[src/rtl/biriscv_branch_queue.sv]
// Branch outcome queue between execute and predictor training.
// Absorbs training stalls; counts overflow drops and flags malformed requests.
module biriscv_branch_queue #(
    parameter int DEPTH = 4,
    parameter int CNT_W = 16
) (
    input  logic                       clk_i,
    input  logic                       rst_i,
    input  logic                       branch_request_i,
    input  logic                       branch_is_taken_i,
    input  logic                       branch_is_not_taken_i,
    input  logic [31:0]                branch_source_i,
    input  logic [31:0]                branch_pc_i,
    input  logic                       branch_is_call_i,
    input  logic                       branch_is_ret_i,
    input  logic                       branch_is_jmp_i,
    input  logic                       flush_i,
    input  logic                       train_accept_i,
    output logic                       train_valid_o,
    output logic                       train_taken_o,
    output logic [31:0]                train_source_o,
    output logic [31:0]                train_pc_o,
    output logic                       train_call_o,
    output logic                       train_ret_o,
    output logic                       train_jmp_o,
    output logic                       full_o,
    output logic [$clog2(DEPTH):0]     level_o,
    output logic [CNT_W-1:0]           drop_count_o,
    output logic                       error_o
);

    localparam int IW = $clog2(DEPTH);
    localparam int PW = IW + 1;
    localparam logic [PW-1:0]    PTR_ONE = PW'(1);
    localparam logic [CNT_W-1:0] CNT_ONE = CNT_W'(1);

    logic [67:0]      mem [DEPTH];
    logic [PW-1:0]    rd_ptr;
    logic [PW-1:0]    wr_ptr;
    logic [CNT_W-1:0] drop_cnt;
    logic             err_q;

    logic        well_formed;
    logic        empty;
    logic        full;
    logic        push;
    logic        pop;
    logic        drop;
    logic        bad;
    logic [67:0] head;

    // Occupancy decode and per-cycle push/pop/drop/error decisions
    always_comb begin
        well_formed = branch_is_taken_i ^ branch_is_not_taken_i;
        empty       = (rd_ptr == wr_ptr);
        full        = (rd_ptr[IW-1:0] == wr_ptr[IW-1:0]) &&
                      (rd_ptr[IW] != wr_ptr[IW]);
        pop         = ~empty & train_accept_i & ~flush_i;
        push        = branch_request_i & well_formed & ~flush_i &
                      (~full | pop);
        drop        = branch_request_i & well_formed & ~flush_i &
                      full & ~pop;
        bad         = branch_request_i & ~well_formed & ~flush_i;
    end

    // Read/write pointers; flush empties the queue
    always_ff @(posedge clk_i or posedge rst_i) begin
        if (rst_i) begin
            rd_ptr <= '0;
            wr_ptr <= '0;
        end else if (flush_i) begin
            rd_ptr <= '0;
            wr_ptr <= '0;
        end else begin
            if (push)
                wr_ptr <= wr_ptr + PTR_ONE;
            if (pop)
                rd_ptr <= rd_ptr + PTR_ONE;
        end
    end

    // Entry storage, written at the tail; contents are don't-care when empty
    always_ff @(posedge clk_i) begin
        if (push)
            mem[wr_ptr[IW-1:0]] <= {branch_is_taken_i, branch_is_call_i,
                                    branch_is_ret_i, branch_is_jmp_i,
                                    branch_source_i, branch_pc_i};
    end

    // Saturating overflow counter and sticky malformed-request flag
    always_ff @(posedge clk_i or posedge rst_i) begin
        if (rst_i) begin
            drop_cnt <= '0;
            err_q    <= 1'b0;
        end else begin
            if (drop && (drop_cnt != '1))
                drop_cnt <= drop_cnt + CNT_ONE;
            if (bad)
                err_q <= 1'b1;
        end
    end

    // Head presentation; fields forced low when empty, type flags need taken
    always_comb begin
        head           = mem[rd_ptr[IW-1:0]];
        train_valid_o  = ~empty;
        train_taken_o  = ~empty & head[67];
        train_call_o   = train_taken_o & head[66];
        train_ret_o    = train_taken_o & head[65];
        train_jmp_o    = train_taken_o & head[64];
        train_source_o = {32{~empty}} & head[63:32];
        train_pc_o     = {32{~empty}} & head[31:0];
        full_o         = full;
        level_o        = wr_ptr - rd_ptr;
        drop_count_o   = drop_cnt;
        error_o        = err_q;
    end

endmodule

[config.mk]
export PLATFORM = sky130hd
export DESIGN_NAME = biriscv_branch_queue
export DESIGN_NICKNAME = d
export VERILOG_FILES = /design/src/rtl/biriscv_branch_queue.sv
export SDC_FILE = /design/constraint.sdc
export NUM_CORES = 1
export LEC_CHECK = 0
export BUFFER_PORTS_ARGS = -buffer_cell sky130_fd_sc_hd__buf_2
export CORE_AREA = 2 2 163 165
export DETAILED_ROUTE_END_ITERATION = 16
export DIE_AREA = 0 0 165 167
export GPL_ROUTABILITY_DRIVEN = 0
export PLACE_DENSITY = 0.64
export SYNTH_ARGS = -nofsm -noshare
export SYNTH_HDL_FRONTEND = slang
export SYNTH_SLANG_ARGS = --single-unit
[constraint.sdc]
create_clock -name clk_i -period 7.4 [get_ports clk_i]
set_input_delay 1.48 -clock clk_i [delete_from_list [all_inputs] [get_ports clk_i]]
set_output_delay 1.48 -clock clk_i [all_outputs]
set_load 0.01 [all_outputs]
== Word-level counts from Yosys, hierarchy flattened ==
Memory sizes are Yosys's and may differ from the RTL's.
Cells that the tools add are included.

* Bits in writable memories: 272
* Output and inout bits: 90
* Register bits: 23
* Memories: 1
* Logic and storage cells: 45

{| class="wikitable"
|+ Memory list
! name !! words !! bits a word !! read ports !! clocked after memory_dff !! wr ports !! line !! text
|-
| mem || 4 || 68 || 1 || 0 || 1 || 37 || <nowiki>logic [67:0] mem [DEPTH];</nowiki>
|}

* $add $sub $neg: 4
* Reduce and logical (&&, ||, !) cells: 4
* Eq/ne operators: 4
* Muxes and demuxes: 6
* Bitwise operators: 22

{| class="wikitable"
|+ Operators with widths
! kind !! number
|-
| 32-bit AND || 2
|-
| 16-bit by 1-bit adder with 16-bit output, second input constant || 1
|-
| 16-bit inequality test, second input constant || 1
|-
| 1-bit AND || 13
|-
| 3-bit 2-to-1 mux || 4
|-
| 3-bit by 1-bit adder with 3-bit output, second input constant || 2
|-
| 1-bit NOT || 5
|-
| 2-bit nonzero test || 2
|-
| 3-bit equality test || 1
|-
| 3-bit subtractor || 1
|-
| 2-bit equality test || 1
|-
| 1-bit logical AND || 2
|-
| 1-bit 2-to-1 mux || 2
|-
| 1-bit inequality test || 1
|-
| 1-bit bitwise OR || 1
|-
| 1-bit XOR || 1
|}

== Longest topological paths before layout ==
Gate-level depths: netlist of the first run.

* Depth after elaboration: 8
* Gate-level depth with buffers: 10
* Mapped depth without buffers: 7

== Worst setup path after synthesis of the first run ==
OpenSTA, ideal clock, no wires.

* Kind: input-to-reg
* Start point: input port flush_i
* End point: memory mem[3][0], enable pin
* Data required time: 6.965 ns
* Cell stages on the path: 4
* Path buffers: 1
* Data arrival time: 3.870 ns
* Setup slack: 3.095 ns
* Setup time: 0.435 ns
* Path through: clkbuf_1 > nand2b_1 > a311oi_2 > and2_1

* Cells in the longest elaborated chain, start to end: 6

{| class="wikitable"
|+ Ends and longest elaborated chain
! item !! line !! text
|-
| start, declared || 17 || <nowiki>input logic flush_i,</nowiki>
|-
| 1-bit NOT (*) || 58, 59 ||
|-
| 1-bit AND || 58 || <nowiki>pop = ~empty & train_accept_i & ~flush_i;</nowiki>
|-
| 1-bit bitwise OR || 60 || <nowiki>(~full | pop);</nowiki>
|-
| 1-bit AND (*) || 59 || <nowiki>push = branch_request_i & well_formed & ~flush_i &</nowiki>
|-
| 1-bit 2-to-1 mux (*) || 84 || <nowiki>if (push)</nowiki>
|-
| 1-bit 2-to-1 mux (implied by the code) (*) || 85 || <nowiki>mem[wr_ptr[IW-1:0]] <= {branch_is_taken_i, branch_is_call_i,</nowiki>
|-
| end, declared || 37 ||
|}

Every way passes the cells marked *; elsewhere a longest branch is shown, timed or not.

== Worst setup path in the final report of the first run ==
* Start point: register rd_ptr[1]
* End point: output port train_source_o[3]

* Cells in the longest elaborated chain, start to end: 3

{| class="wikitable"
|+ Ends and longest elaborated chain
! item !! line !! text
|-
| start, declared || 38 || <nowiki>logic [PW-1:0] rd_ptr;</nowiki>
|-
| start signal, assigned || 78 || <nowiki>rd_ptr <= rd_ptr + PTR_ONE;</nowiki>
|-
| parallel branches: the longest is 2 deep, another holds memory read 4 x 68 bit || -- ||
|-
| 32-bit AND (*) || 111 || <nowiki>train_source_o = {32{~empty}} & head[63:32];</nowiki>
|-
| end, declared || 21 || <nowiki>output logic [31:0] train_source_o,</nowiki>
|}

Mark *: on every way between the ends.

==> results of run 1 <==
==> placed cells by master (no fill, tap or decap), types with 9 or more instances in the layout <==
master,count
edfxtp_1,272
buf_2,163
mux4_2,68
and2_1,66
clkbuf_16,31
dfrtp_1,21
nand2_1,13
xnor2_1,12
xor2_1,10
nor2_1,9
inv_1,9
==> per-layer routing <==
metal	vias to the layer above	wire, µm
met2	170	11100
met5	-	7
met3	28	1290
met1	2873	8680
met4	2	400
li1	2565	-
==> synth_stat cells <==
cell,instances,area share [%]
clkbuf_1,17,0.55
buf_4,1,0.065
a21oi_1,2,0.087
buf_6,1,0.098
nor3_1,6,0.26
inv_1,9,0.29
a311oi_2,1,0.13
or4_4,1,0.098
and3_1,6,0.33
buf_2,6,0.26
or3_1,1,0.054
nand2b_1,2,0.11
nor4_1,1,0.054
and3_4,1,0.098
edfxtp_1,272,71
nand3_2,1,0.087
nand4_1,7,0.38
dfrtp_1,23,5.0
xnor2_1,12,0.91
mux4_2,68,13
nor2_1,9,0.29
a31o_2,1,0.076
fa_1,1,0.17
xor2_1,10,0.76
nand3_1,6,0.26
ha_1,8,0.87
mux2_2,1,0.098
and2_1,70,3.8
nand2_1,14,0.46
==> power breakdown <==
| group | internal [µW] | switching (µW) |
|---|---|---|
| clock | 935 | 598 |
| combinational | 236 | 229 |
| sequential | 1850 | 48.6 |
| total | 3020 | 875 |
==> cell type report <==
class | instances | area [µm²] | area share (%)
Tap cell | 335 | 419 | 3.06
Timing Repair Buffer | 165 | 831 | 6.07
Sequential cell | 295 | 8750 | 63.9
Inverter | 9 | 33.8 | 0.247
Multi-Input combinational cell | 229 | 2630 | 19.2
Antenna cell | 3 | 7.51 | 0.0549
Clock inverter | 21 | 226 | 1.65
Clock buffer | 35 | 791 | 5.78
==> sequential cells by signal (all words and copies together) (netlist names) <==
register / cells
rd_ptr: 3
wr_ptr: 3
mem: 272
error_o: 1
drop_count_o: 16
==> worst max-delay path, delay by kind of cell, from the launching register on <==
family,cells,cell delay (ps)
adders and majority gates,1,320
and+or+nand+nor,3,580
DFF,1,1170
buffers and inverters,3,790
==> kinds of logic (layout without fill, tap and decap cells) <==
logic type                 after synthesis  after routing  share of synthesized area, %
AOI/OAI and AO/OA                        4              4                         0.294
xor gates and xnor gates                22             22                          1.68
adders and majority gates                9              9                          1.04
buffers and inverters                   34            230                          1.27
DFF                                    295            295                          76.0
muxes                                   69             69                          13.4
other                                    0              3                             0
and+or+nand+nor                        125            125                          6.29
==> per-stage QoR <==
step | hold slack [ps] | util [%] | worst slack [ps] | std cells | area (µm²)
after floorplan | 512 | - | 3100 | 558 | 11500
after global placement | 455 | 49.1 | 3070 | 1033 | 12700
after detailed placement | 455 | 49.1 | 2970 | 1033 | 12700
after CTS | 469 | 53.1 | 2370 | 1089 | 13700
after global routing | 491 | 53.1 | 2220 | 1090 | 13700
final | 469 | 53.1 | 2470 | 1092 | 13700
==> worst max-delay path by stage <==
stage	start	end	slack [ps]	cells past startpoint
final	rd_ptr[1]	train_source_o[3]	2470	7
after global routing	rd_ptr[1]	train_source_o[3]	2220	7
after CTS	rd_ptr[1]	train_source_o[2]	2370	7
after detailed placement	rd_ptr[1]	train_source_o[2]	2970	7
after global placement	rd_ptr[1]	train_source_o[2]	3070	7
after floorplan	flush_i	mem[3][0]	3100	4
==> qor.yml, run 1 <==
cts:
  clk_path_buf_depth: 3
  cts_buffers: 31
  htree_num_levels: 1
  cts_setup_buffers: 0
  holdBufCountCts: 0
  cts-resized-gates: 0
  cts_tree: "built"
  clk_pin_slew_ps: 60
  insertion_delay_ps: 540
  clock_sinks: 295
  cts_root_buf: "clkbuf_16"
worst_setup_path:
  r2r_start: "rd_ptr[1]"
  crit_arrival_ps: 3450
  crit_path_start_kind: "register"
  cp_common_cell: "and2_1"
  path_class: "reg -> out"
  worstPathRequired_ps: 5920
  cpPeakStageDelay_ps: 1170
  worst-path-max-fanout: 72
  reg2reg_slack_ps: 3590
  crit_chain: "inv_1 -> ha_1 -> and2_1 -> nand2_2 -> buf_4 -> and2_1 -> buf_2"
  crit_path_end_kind: "output pin"
  timing.rr.end: "mem[2][67]"
  slowest_stage: "dfrtp_4"
  rr_worst_depth: 5
floorplan:
  die_h_um: 167
  floorplan.rows: 59
  ios: 164
  dieArea_mm2: 0.0276
  initial_utilization_pct: 44.6
  fp.coreArea_mm2: 0.0258
  die_w_um: 165
flow_run:
  max_cap_violations: 0
routing:
  detail-route-antenna-nets: 0
  vias_per_cell: 5.16
  num_vias: 5638
  routedWlPerCell_um: 19.7
  drc: 0
  wirelength_um: 21500
  drt_iter0_drc: 321
  drt_first_pass_iters: 4
global_route:
  use_met3_pct: 3.39
  grt_antenna_before_repair: 4
  met2_usage_pct: 27.2
  grt_pass1_vias: 6084
  grt_max_degree: 73
  top_usage_layer: "met2"
  grt_use_total_pct: 15.9
  use_met1_pct: 20.4
  grt_pass1_wl_um: 33300
  overflow: 0
min_path:
  whs_path_depth: 1
  hp-class: "reg -> reg"
  min_from: "error_o"
  whs_endpoint: "error_o"
pwr:
  p_leak_uw: 0.00490
  power_density_mw_per_mm2: 285
  peakVddDrop_uv: 175
  power_uw: 3900
placement:
  hpwl_um: 12200
  numPortBuffers: 163
sta:
  finalCritPeriodShare_pct: 66.6
  fin_crit_ps: 4930
  tns_ps: 0
  fmax_mhz: 203
  slew_violations: 0
  slew-limit-headroom_pct: 24.1
  rsz0062_at_grt: "no"
  fin_skew_ps: 20.9
  tightest_slew_ps: 1140
  final_hold_viol_count: 0
  finalSetupViolCount: 0
yosys:
  ys_seq_area_share_pct: 76.0
  syn_area_mm2: 0.0115
  synthDistinctLibCells: 29
  postSynthCellCount: 558
  syn-num-nets: 641
  yosysWarnings: 0
  synth.avg_cell_area_um2: 20.6
  yosys_register_bits: 295
finish:
  nFillCells: 2060
  drive_above_1_share_pct: 38.5
  final_nets: 814
  area_growth_pct: 19.0
run_status:
  outcome: "finished, final reports clean"
Power figures use the tool's default switching activity.
==> inputs of run 2 (changes only) <==
Settings changed: PLACE_DENSITY 0.64 to 0.66.
Clock period 7.4 ns to 4 ns, I/O delays scaled along.
==> qor.yml, run 2 (synthesis results as in run 1) <==
min_path:
  hp-class: "in -> async"
floorplan:
  ios: 164  # unchanged
  dieArea_mm2: 0.0276  # unchanged
  initial_utilization_pct: 44.6  # unchanged
  floorplan.rows: 59  # unchanged
  die_w_um: 165  # unchanged
  fp.coreArea_mm2: 0.0258  # unchanged
  die_h_um: 167  # unchanged
sta:
  tightest_slew_ps: 1040  # -96.8 ps
  fmax_mhz: 291
  finalWorstSetupSlack_ps: 564  # -1910 ps
  final_hold_viol_count: 0  # unchanged
  rsz0062_at_grt: "no"
  finalSetupViolCount: 0  # unchanged
  finalCritPeriodShare_pct: 85.9
  slew_violations: 0  # unchanged
  fin_skew_ps: 13.1  # -7.81 ps
  slew-limit-headroom_pct: 30.6  # +6.5 points
  fin_crit_ps: 3440
  tns_ps: 0  # unchanged
cts:
  cts_setup_buffers: 0  # unchanged
  holdBufCountCts: 0  # unchanged
  cts_buffers: 30  # -3.2%
  insertion_delay_ps: 550  # about the same
  clk_pin_slew_ps: 60  # about the same
  cts-resized-gates: 0  # unchanged
  htree_num_levels: 1  # unchanged
  clock_sinks: 295  # unchanged
  cts_tree: "built"
  cts_root_buf: "clkbuf_16"
  clk_path_buf_depth: 3  # unchanged
routing:
  drt_iter0_drc: 387  # +21%
  routedWlPerCell_um: 20.4  # +3.3%
  vias_per_cell: 5.15  # -0.21%
  drc: 0  # unchanged
  num_vias: 5647  # +0.16%
  wirelength_um: 22300  # +3.7%
  drt_first_pass_iters: 4  # unchanged
  detail-route-antenna-nets: 0  # unchanged
worst_setup_path:
  crit_path_end_kind: "output pin"
  slowest_stage: "buf_4"
  cp_top_family: "buffers and inverters"
  path_class: "reg -> out"
  crit_arrival_ps: 2640  # -810 ps
  crit_path_start_kind: "register"
  worst-path-max-fanout: 71  # -1.4%
  cpPeakStageDelay_ps: 790  # -380 ps
  worstPathRequired_ps: 3200  # -2720 ps
  crit_chain: "buf_4 -> mux4_2 -> and3_1 -> buf_2"
  path_buf_inv: 2  # -1
pwr:
  p_int_uw: 5380  # +78%
  switching_share_pct: 23.4  # +0.94 points
  power_uw: 7020  # +80%
  power_frac_clock_pct: 37.2  # -2.1 points
  share_seq_of_total_power_pct: 48.9  # +0.2 points
  power_frac_comb_pct: 13.8  # +1.9 points
  peakVddDrop_uv: 367  # +110%
  p_switching_uw: 1640  # +88%
  power_density_mw_per_mm2: 512  # +80%
  p_leak_uw: 0.00491  # +0.21%
finish:
  final_cell_mix: "edfxtp_1, buf_2, mux4_2, and2_1, clkbuf_16"
  largest_reg_flops: 272  # unchanged
  area_growth_pct: 19.2
  drive_above_1_share_pct: 39.0  # +0.54 points
  stdcell_count: 1096  # +0.37%
  final_nets: 820  # +0.74%
  final_common_cell: "edfxtp_1"
global_route:
  overflow: 0  # unchanged
  grt_use_total_pct: 16.4  # +0.59 points
  grt_pass1_vias: 6080  # -0.066%
  grt_max_degree: 72  # -1.4%
  grt_pass1_wl_um: 34400  # +3.1%
  grt_antenna_before_repair: 3  # -1
placement:
  hpwl_um: 13800  # +13%
  dp_cells: 1040  # +0.68%
  numPortBuffers: 163  # unchanged
  dp_slack_ps: 1030  # -1950 ps
run_status:
  outcome: "finished, final reports clean"
flow_run:
  max_cap_violations: 0  # unchanged
[run 2: cell types whose count changed in the layout (fill, tap and decap cells not counted), sizes merged]
cell	delta
clkinvlp	+1
buf	+7
bufinv	-3
clkinv	+1
clkbuf	-2
inv	+1
diode	-1
[run 2: cell type report]
| cell class | instances | area, µm² |
|---|---|---|
| well taps | 335 | 419 |
| repair buffers | 172 | 946 |
| diodes | 2 | 5.00 |
| fillers | 2065 | 12100 |
| multi-input cells | 229 | 2630 |
| flip-flops and latches | 295 | 8750 |
| clock buffers | 33 | 762 |
| clock inverters | 21 | 168 |
| inverters | 9 | 33.8 |
[run 2: path summary, 6_finish.rpt]
| check | from | end | slack (ps) | depth (start not counted) |
|---|---|---|---|---|
| worst min-delay path | rst_i | drop_count_o[9] | 450 | 2 |
| max in group asynchronous | rst_i | rd_ptr[0] | 2900 | 2 |
| worst max-delay path | rd_ptr[1] | train_jmp_o | 560 | 4 |
| worst min register to register | error_o | error_o | 490 | 1 |
| min in group clk_i | branch_source_i[31] | mem[0][63] | 460 | 1 |
| worst max register to register | wr_ptr[0] | mem[1][53] | 1140 | 6 |
[run 2: stage by stage]
stage          cell area (µm²)  hold slack (ps)  utilization, %
6_report                 13700              448            53.2
5_1_grt                  13700              444            53.2
4_1_cts                  13700              434            53.2
3_5_place_dp             12800              478            49.6
3_3_place_gp             12800              467            49.6
2_1_floorplan            11500              512               -
[run 2: layer usage]
layer / routed length (µm) / up-vias / part of all wire [%] / track usage, %
li1: - / 2571 / - / -
met1: 8980 / 2871 / 40 / 20.7
met2: 11400 / 159 / 51 / 28.6
met3: 1300 / 44 / 5.8 / 3.31
met4: 640 / 2 / 2.9 / 5.07
met5: 7 / - / 0.031 / 0
[run 2: power by group through the flow]
stage | sequential (µW) | clock (µW) | combinational, µW
2_1_floorplan | 3500 | 0 | 611
5_1_grt | 3440 | 2770 | 1070
3_5_place_dp | 3500 | 0 | 999
6_report | 3430 | 2610 | 972
3_3_place_gp | 3500 | 0 | 987
4_1_cts | 3430 | 2670 | 1000
==> inputs of run 3 (changes only) <==
Settings changed: CORE_AREA 2 2 163 165 to 2 2 154 156, DIE_AREA 0 0 165 167 to 0 0 156 158, PLACE_DENSITY 0.66 to 0.73.
==> qor.yml, run 3 (synthesis results as in run 1) <==
worst_setup_path:
  crit_path_start_kind: "register"
  path_class: "reg -> out"
  worst-path-max-fanout: 38  # -46%
  crit_path_end_kind: "output pin"
  worstPathRequired_ps: 3200  # about the same
  crit_arrival_ps: 2890  # +250 ps
cts:
  cts_root_buf: "clkbuf_16"
  clk_pin_slew_ps: 60  # about the same
  cts_tree: "built"
  cts_setup_buffers: 0  # unchanged
  htree_num_levels: 1  # unchanged
  cts-resized-gates: 0  # unchanged
  holdBufCountCts: 0  # unchanged
  clock_sinks: 295  # unchanged
  insertion_delay_ps: 530  # -20 ps
  cts_buffers: 30  # unchanged
  clk_path_buf_depth: 3  # unchanged
placement:
  hpwl_um: 13200  # -4.3%
  numPortBuffers: 163  # unchanged
sta:
  fin_skew_ps: 6.58  # -6.56 ps
  rsz0062_at_grt: "no"
  slew_violations: 0  # unchanged
  final_hold_viol_count: 0  # unchanged
  hold_ws_ps: 445  # -2.19 ps
  fin_crit_ps: 3690  # +252 ps
  tns_ps: 0  # unchanged
  finalCritPeriodShare_pct: 92.2  # +6.3 points
  finalSetupViolCount: 0  # unchanged
  slew-limit-headroom_pct: 29.5  # -1.1 points
  fmax_mhz: 271  # -6.8%
  tightest_slew_ps: 1060  # +15.8 ps
floorplan:
  dieArea_mm2: 0.0246  # -11%
  die_h_um: 158  # -5.4%
  ios: 164  # unchanged
  die_w_um: 156  # -5.5%
  initial_utilization_pct: 49.9  # +5.3 points
  floorplan.rows: 56  # -5.1%
  fp.coreArea_mm2: 0.0231  # -11%
finish:
  final_cell_mix: "edfxtp_1, buf_2, mux4_2, and2_1, clkbuf_16"
  multi_input_area_mm2: 0.00263  # unchanged
  final_common_cell: "edfxtp_1"
  seq_area_mm2: 0.00875  # unchanged
  nFillCells: 1661  # -20%
  largest_reg_flops: 272  # unchanged
  final_nets: 819  # -0.12%
  area_growth_pct: 18.5
  drive_above_1_share_pct: 38.4  # -0.58 points
global_route:
  grt_use_total_pct: 18.0  # +1.5 points
  grt_pass1_wl_um: 33800  # -1.8%
  grt_antenna_before_repair: 5  # +2
  grt_pass1_vias: 6077  # -0.049%
  overflow: 0  # unchanged
  grt_max_degree: 72  # unchanged
routing:
  wirelength_um: 21900  # -1.6%
  vias_per_cell: 5.42  # +5.2%
  num_vias: 5703  # +0.99%
  routedWlPerCell_um: 20.9  # +2.5%
  drt_first_pass_iters: 4  # unchanged
  drc: 0  # unchanged
  detail-route-antenna-nets: 0  # unchanged
  drt_iter0_drc: 422  # +9.0%
pwr:
  p_leak_uw: 0.00491  # about the same
  peakVddDrop_uv: 463  # +26%
  power_density_mw_per_mm2: 513  # +0.19%
run_status:
  outcome: "finished, final reports clean"
min_path:
  hp-class: "in -> async"
flow_run:
  max_cap_violations: 0  # unchanged
run 3: per-stage QoR:
| step | area (µm²) | total power, µW | utilization, % | instances | worst slack, ps |
|---|---|---|---|---|---|
| floorplan | 11500 | 4110 | - | 558 | 17.1 |
| global placement | 12700 | 4460 | 55.1 | 994 | 901 |
| detailed placement | 12700 | 4480 | 55.1 | 994 | 824 |
| CTS | 13600 | 7090 | 59.1 | 1050 | 239 |
| global route | 13600 | 7280 | 59.1 | 1051 | 102 |
| finish | 13600 | 6990 | 59.1 | 1052 | 312 |
run 3: routing by layer:
layer  part of all wire (%)  routed length [µm]  track usage (%)
met1                     41                9080             23.2
met2                     49               10800             30.5
met3                    7.0                1540             4.63
met4                    2.1                 455             5.07
met5                   0.17                  37                0
run 3: worst max-delay path: stages, from the launching register on:
cell	delay (ps)
dfrtp_4	490
ha_1	310
and2_1	200
nand2_2	470
buf_4	470
and2_1	230
buf_2	150
run 3: cell type report:
class / instances / share of cell area, %
timing repair buffer: 171 / 6.79
multi-input combinational: 229 / 19.3
inverter: 9 / 0.248
clock buffer: 36 / 5.83
tap: 290 / 2.66
clock inverter: 20 / 1.00
sequential: 295 / 64.2
antenna: 2 / 0.0367
run 3: report_power, final:
part	switching, µW	internal (µW)	total [µW]
logic	513	446	960
clock network	1070	1530	2600
registers	13.2	3420	3430
run 3: worst paths after layout:
path	startpoint	end	slack [ps]	depth (start not counted)
worst max-delay path	rd_ptr[0]	train_source_o[12]	310	6
worst min-delay path	rst_i	drop_count_o[2]	450	2
worst max register to register	rd_ptr[0]	mem[1][37]	1050	5
worst min register to register	error_o	error_o	490	1
max in group asynchronous	rst_i	rd_ptr[0]	2910	2
min in group clk_i	branch_source_i[22]	mem[0][54]	480	1
